[src/rtl/image_rom_arbiter.sv]
// Image ROM sharing: the display pixel path owns image slots, aux bursts use free slots.
// Returns a fixed-latency RGB stream and a registered aux read stream.
module image_rom_arbiter #(
  parameter int ROM_ADDR_BUS_WIDTH = 17,
  parameter int PIX_WIDTH          = 24,
  parameter int ROM_LATENCY        = 2,
  parameter int LEN_WIDTH          = 8
) (
  input  logic                          clk,
  input  logic                          rst_n,
  input  logic [ROM_ADDR_BUS_WIDTH-1:0] disp_addr,
  input  logic                          disp_is_img,
  input  logic [PIX_WIDTH-1:0]          disp_pixel,
  input  logic                          disp_blank,
  output logic [ROM_ADDR_BUS_WIDTH-1:0] rom_addr,
  input  logic [PIX_WIDTH-1:0]          rom_q,
  output logic [PIX_WIDTH-1:0]          pix_out,
  output logic                          pix_blank,
  input  logic                          aux_req,
  input  logic [ROM_ADDR_BUS_WIDTH-1:0] aux_base,
  input  logic [LEN_WIDTH-1:0]          aux_len,
  output logic                          aux_busy,
  output logic                          aux_rvalid,
  output logic [PIX_WIDTH-1:0]          aux_rdata,
  output logic                          aux_done
);

  localparam int AW = ROM_ADDR_BUS_WIDTH;
  localparam int LW = LEN_WIDTH;

  typedef enum logic [1:0] {
    IDLE,
    BURST,
    DRAIN
  } state_t;

  typedef struct packed {
    logic                 disp;
    logic                 aux;
    logic                 last;
    logic [PIX_WIDTH-1:0] pixel;
    logic                 blank;
  } tag_t;

  state_t        state, state_nx;
  logic [AW-1:0] ptr, ptr_nx;
  logic [LW-1:0] rem, rem_nx;
  logic          own_disp;
  logic          issue;
  logic          last;
  tag_t          tag_in;
  tag_t          tag_out;
  tag_t          pipe [ROM_LATENCY];

  assign own_disp = disp_is_img && !disp_blank;
  assign aux_busy = (state != IDLE);

  always_comb begin
    state_nx = state;
    ptr_nx   = ptr;
    rem_nx   = rem;
    issue    = 1'b0;
    last     = 1'b0;
    unique case (state)
      IDLE: begin
        if (aux_req && aux_len != '0) begin
          state_nx = BURST;
          ptr_nx   = aux_base;
          rem_nx   = aux_len;
        end
      end
      BURST: begin
        if (!own_disp) begin
          issue  = 1'b1;
          last   = (rem == LW'(1));
          ptr_nx = ptr + AW'(1);
          rem_nx = rem - LW'(1);
          if (last) state_nx = DRAIN;
        end
      end
      DRAIN: begin
        // aux_done is registered, so a request seen alongside it is dropped
        if (aux_done) state_nx = IDLE;
      end
      default: state_nx = IDLE;
    endcase
  end

  always_ff @(posedge clk or negedge rst_n) begin
    if (!rst_n) begin
      state <= IDLE;
      ptr   <= '0;
      rem   <= '0;
    end else begin
      state <= state_nx;
      ptr   <= ptr_nx;
      rem   <= rem_nx;
    end
  end

  assign rom_addr = own_disp ? disp_addr :
                    (issue ? ptr : '0);

  assign tag_in  = {own_disp, issue, last,
                    disp_pixel, disp_blank};
  assign tag_out = pipe[ROM_LATENCY-1];

  always_ff @(posedge clk or negedge rst_n) begin
    if (!rst_n) begin
      for (int i = 0; i < ROM_LATENCY; i++)
        pipe[i] <= '0;
    end else begin
      pipe[0] <= tag_in;
      for (int i = 1; i < ROM_LATENCY; i++)
        pipe[i] <= pipe[i-1];
    end
  end

  always_ff @(posedge clk or negedge rst_n) begin
    if (!rst_n) begin
      pix_out    <= '0;
      pix_blank  <= 1'b0;
      aux_rvalid <= 1'b0;
      aux_rdata  <= '0;
      aux_done   <= 1'b0;
    end else begin
      pix_out    <= tag_out.disp ? rom_q : tag_out.pixel;
      pix_blank  <= tag_out.blank;
      aux_rvalid <= tag_out.aux;
      aux_done   <= tag_out.aux && tag_out.last;
      if (tag_out.aux) aux_rdata <= rom_q;
    end
  end

endmodule

[config.mk]
export PLATFORM = sky130hd
export DESIGN_NAME = image_rom_arbiter
export DESIGN_NICKNAME = d
export VERILOG_FILES = /design/src/rtl/image_rom_arbiter.sv
export SDC_FILE = /design/constraint.sdc
export NUM_CORES = 1
export LEC_CHECK = 0
export ABC_CLOCK_PERIOD_IN_PS = 3500
export CAP_MARGIN = 5
export CORE_MARGIN = 3
export CORE_UTILIZATION = 50
export DETAILED_ROUTE_END_ITERATION = 8
export GPL_TIMING_DRIVEN = 0
export HOLD_SLACK_MARGIN = 0.06
export PLACE_DENSITY = 0.86
export RECOVER_POWER = 25
export SETUP_SLACK_MARGIN = 0.15
export SLEW_MARGIN = 20
export SYNTH_ARGS = -nofsm -noshare
export SYNTH_HDL_FRONTEND = slang
export SYNTH_SLANG_ARGS = --single-unit
[constraint.sdc]
create_clock -name clk -period 3.5 [get_ports clk]
set_input_delay 0.7 -clock clk [delete_from_list [all_inputs] [get_ports clk]]
set_output_delay 0.7 -clock clk [all_outputs]
set_load 0.01 [all_outputs]
## Word-level counts from Yosys, hierarchy flattened

Index checks and enable logic that the tools add are counted.

- Add/sub/neg operators: 2
- Equal/unequal tests: 7
- Muxes and demuxes: 18
- Reduce and logical (&&, ||, !) cells: 10

Operators by type and width:

| cell | number |
|---|---|
| 17-bit 2-to-1 mux | 4 |
| 17-bit one-hot mux with 2 select lines | 1 |
| 24-bit 2-to-1 mux | 1 |
| 17-bit by 1-bit adder with 17-bit output (second input constant) | 1 |
| 8-bit 2-to-1 mux | 2 |
| 8-bit one-hot mux with 2 select lines | 1 |
| 8-bit by 1-bit == test with 1-bit output (second input constant) | 1 |
| 2-bit 2-to-1 mux | 4 |
| 2-bit != test (second input constant) | 4 |
| 8-bit nonzero test | 1 |
| 8-bit by 1-bit subtractor with 8-bit output (second input constant) | 1 |
| 2-bit one-hot mux with 3 select lines | 1 |
| 1-bit 2-to-1 mux | 4 |
| 4-bit AND reduction | 1 |
| 2-bit nonzero test | 2 |
| 1-bit logical AND | 3 |
| 3-bit AND reduction | 1 |
| 2-bit by 1-bit == test with 1-bit output (second input constant) | 1 |
| 2-bit == test (second input constant) | 1 |
| 2-bit logical NOT | 1 |
| 1-bit logical NOT | 1 |

- Bits in registers: 134
- Output and inout bits: 69
- Logic and storage cells: 55

## Logic depth before layout (Yosys ltp)

- Depth after elaboration: 6
- Depth in mapped cells: 7
- Gate-level depth less buffers: 6

## Least setup slack after synthesis

Ideal clock, no wire load.

- Path type: input port to output port
- Start point: input disp_is_img
- End point: output rom_addr[10]
- Arrival time: 1.614 ns
- Slack: 1.186 ns
- Cell stages on the path: 4
- Buffers on the path: 2
- Path through: nor2b_1 > buf_2 > buf_2 > a22o_1

- Cells in the longest elaborated chain, start to end: 5

Ends and longest elaborated chain:

| item | line | source |
|---|---|---|
| from (decl) | 12 | `input logic disp_is_img,` |
| 1-bit logical AND (*) | 55 | `assign own_disp = disp_is_img && !disp_blank;` |
| named net own_disp | 48 | `logic own_disp;` |
| 1-bit 2-to-1 mux | 73 | `if (!own_disp) begin` |
| 1-bit 2-to-1 mux | 64 | `unique case (state)` |
| 17-bit 2-to-1 mux | 102 | `(issue ? ptr : '0);` |
| 17-bit 2-to-1 mux (*) | 101 | `assign rom_addr = own_disp ? disp_addr :` |
| to (decl) | 15 | `output logic [ROM_ADDR_BUS_WIDTH-1:0] rom_addr,` |

Mark *: on every way through the listed nets, which the timed path passes. The rest lies on a longest branch.

## Worst setup path after layout

- Start point: input disp_is_img
- End point: output rom_addr[12]

The elaborated chain is that of the path after synthesis.

==> impl_metrics.yaml <==
global_route:
  gr-total-overflow: 0
  first_global_vias: 4065
  grt_antenna_before_repair: 0
  grt_pass1_wl_um: 21160
  grt_max_degree: 76
  grtUsageTotal: 0.2436
drt:
  ant_nets: 0
  via_per_inst: 5.462
  finalWirelength_um: 13540
  drt-initial-drc-count: 290
  drc: 0
  avgRoutedWirePerCell_um: 18.94
  firstDrtPassIters: 5
  dr_total_vias: 3905
sta:
  fin_skew_ps: 5.997
  finalMaxSlewViolations: 60
  tns_ps: 0
  hold_violations: 0
  max_slew_margin: -0.7353
  period_minus_slack_ps: 3265
  worst_pin_slew_ps: 2603
  setup_slack_ps: 235.4
  setup_viol: 0
  rsz0062_at_grt: "false"
  finalCritPeriodShare: 0.9328
  max_freq_ghz: 0.3063
logic_synthesis:
  synth_cell_types: 52
  synth_edf_count: 0
  synth_top_area_cell: "dfrtp_1"
  async_reset_ff_frac: 1.000
  syn_inst: 381
  ys_seq_elements: 134
  dominantRegCellSynth: "dfrtp_1"
  ys_seq_area_frac: 0.6561
  synth_nets: 479
  yosys_warnings: 0
  syn-cell-area_mm2: 0.005111
  synth_top_cells_by_area: "dfrtp_1, mux2_2, a21oi_1, a22o_1, nor2_1"
  syn_area_per_cell_um2: 13.42
  synth_top_area_frac: 0.6561
setup_path:
  startpoint_type: "input pin"
  slowest_stage: "clkdlybuf4s50_1"
  crit_path_cell_trace: "clkdlybuf4s50_1 -> nor2b_4 -> buf_4 -> buf_4 -> a22o_1 -> clkdlybuf4s50_1"
  crit_fanout: 10
  worstSetupPathType: "in2out"
  cp-end-kind: "output pin"
  crit_required_ps: 2800
  critPathArrivalTime_ps: 2560
  slowest_delay_ps: 580
floorplan:
  start_util: 0.5181
  ios: 164
  num_rows: 36
  core_area_mm2: 0.009864
  chipWidth_um: 107.1
  die_h_um: 107.1
  die_area_mm2: 0.01147
placement:
  gp_congestion: 0.8925
  numPortBuffers: 163
  pre_cts_ws_ps: -117.4
  dp_cells: 678
  dp_hpwl_um: 9619
  dpl_cell_area_mm2: 0.006938
run_status:
  status: "finished, violations left"
  violations: "max-capacitance violations, max-slew violations"
finish:
  area_delta_synth_final_pct: 48.20
  drive_above_1_share: 0.1873
  layout.cells.non_filler: 715
  layout.nets: 668
  layout_commonest_cell: "clkdlybuf4s50_1"
  design_area_mm2: 0.007575
  layout_common_cells: "clkdlybuf4s50_1, dfrtp_1, mux2_2"
  n_antenna_cell: 0
clock_network:
  cts.sinks: 134
  tritoncts: "built"
  clk_pin_slew_worst_paths_ps: 60
  htreeDepth: 4
  clk-insertion-delay-late_ps: 510
  clk_root_buffer_cell: "clkbuf_8"
  cts_buffers: 17
  cts_max_path_buffers: 2
pwr:
  power_leakage_nw: 3.233
  ir_drop_v: 0.0004030
  netSwitchingPower_mw: 1.889
  p_total_mw: 5.817
  p_comb_frac: 0.345
  p_sw_frac: 0.3247
  p_int_mw: 3.928
  power_density_mw_per_mm2: 767.9
  pwr-share-clk: 0.292
  p_seq_frac: 0.363
hold_path:
  hp-class: "reg2reg"
run:
  max_cap_viol_count: 1
## power by group through the flow
stage          combinational (mW)  clock (mW)  sequential (mW)
3_5_place_dp                 1.92           0             2.12
3_3_place_gp                 1.85           0             2.10
2_1_floorplan                1.06           0             2.10
5_1_grt                      2.16        1.81             2.15
6_report                     2.01        1.70             2.11
4_1_cts                      1.95        1.73             2.10
## registers in the layout (all words and copies together) (netlist names)
name        cells
aux_done        1
aux_rdata      24
aux_rvalid      1
pipe           56
pix_blank       1
pix_out        24
ptr            17
rem             8
state           2
## cells in the mapped netlist (all sizes together) (4+ instances only)
library cell and instances:
dfrtp 134, a2bb2oi 4, mux2 48, inv 6, o21ai 21, a22o 17, buf 15, a21oi 33
nor2 18, nor3 6, clkbuf 7, nand2 14, o22ai 6, nand3 11
## cell type report
| type | count | area, um2 |
|---|---|---|
| well taps | 133 | 166.4 |
| plain buffers | 22 | 112.6 |
| clock inverters | 11 | 123.9 |
| repair buffers | 170 | 1703 |
| clock buffers | 20 | 455.4 |
| flip-flops and latches | 134 | 3353 |
| multi-input cells | 219 | 1638 |
| inverters | 6 | 22.52 |
| fillers | 580 | 2290 |
## cell families after synthesis
group / count (synthesis) / synth area share
buf+inv: 28 / 0.02497
mux: 49 / 0.1077
simple gates: 72 / 0.08250
flops: 134 / 0.6561
compound gates: 95 / 0.1214
fa+ha+maj: 3 / 0.007345
## critical path: cells and delay by family
kind | cells | cell delay [ps]
AOI/OAI and AO/OA | 1 | 160
and+or+nand+nor | 1 | 220
buffers and inverters | 4 | 1480
## worst paths after layout
| path | cells past startpoint | slack [ps] | from | end |
|---|---|---|---|---|
| worst max-delay path | 6 | 240 | disp_is_img | rom_addr[12] |
| worst min-delay path | 0 | 350 | pipe[52] | pipe[24] |
| worst max register to register | 6 | 1690 | ptr[0] | ptr[16] |
| worst min register to register | 0 | 350 | pipe[52] | pipe[24] |
| max in group asynchronous | 1 | 870 | rst_n | ptr[13] |
| min in group asynchronous | 1 | 1150 | rst_n | pix_out[4] |
## timing repair
action                     4_1_cts  5_1_grt
hold endpoints to repair         0        0
gates resized for setup          4        1
pin swaps                        0        1
cloned                           0        0
setup buffers                    0        6
hold buffers                     0        0
setup endpoints to repair        9        8
## per-stage QoR
stage / hold slack, ps / utilization
after floorplan: 331.2 / -
after global placement: 331.5 / 0.7004
after detailed placement: 334.7 / 0.7033
after CTS: 155.6 / 0.7631
after global routing: 346.4 / 0.7679
final: 345.6 / 0.7679
## routing by layer
metal  vias up  global-route usage  share of wire
met5         -                   0              0
met4         0             0.08584          0.022
met3        28             0.06863          0.087
met2       222              0.4030           0.50
met1      1907              0.3082           0.39
li1       1748                   -              -
(Power assumes the default switching activity.)
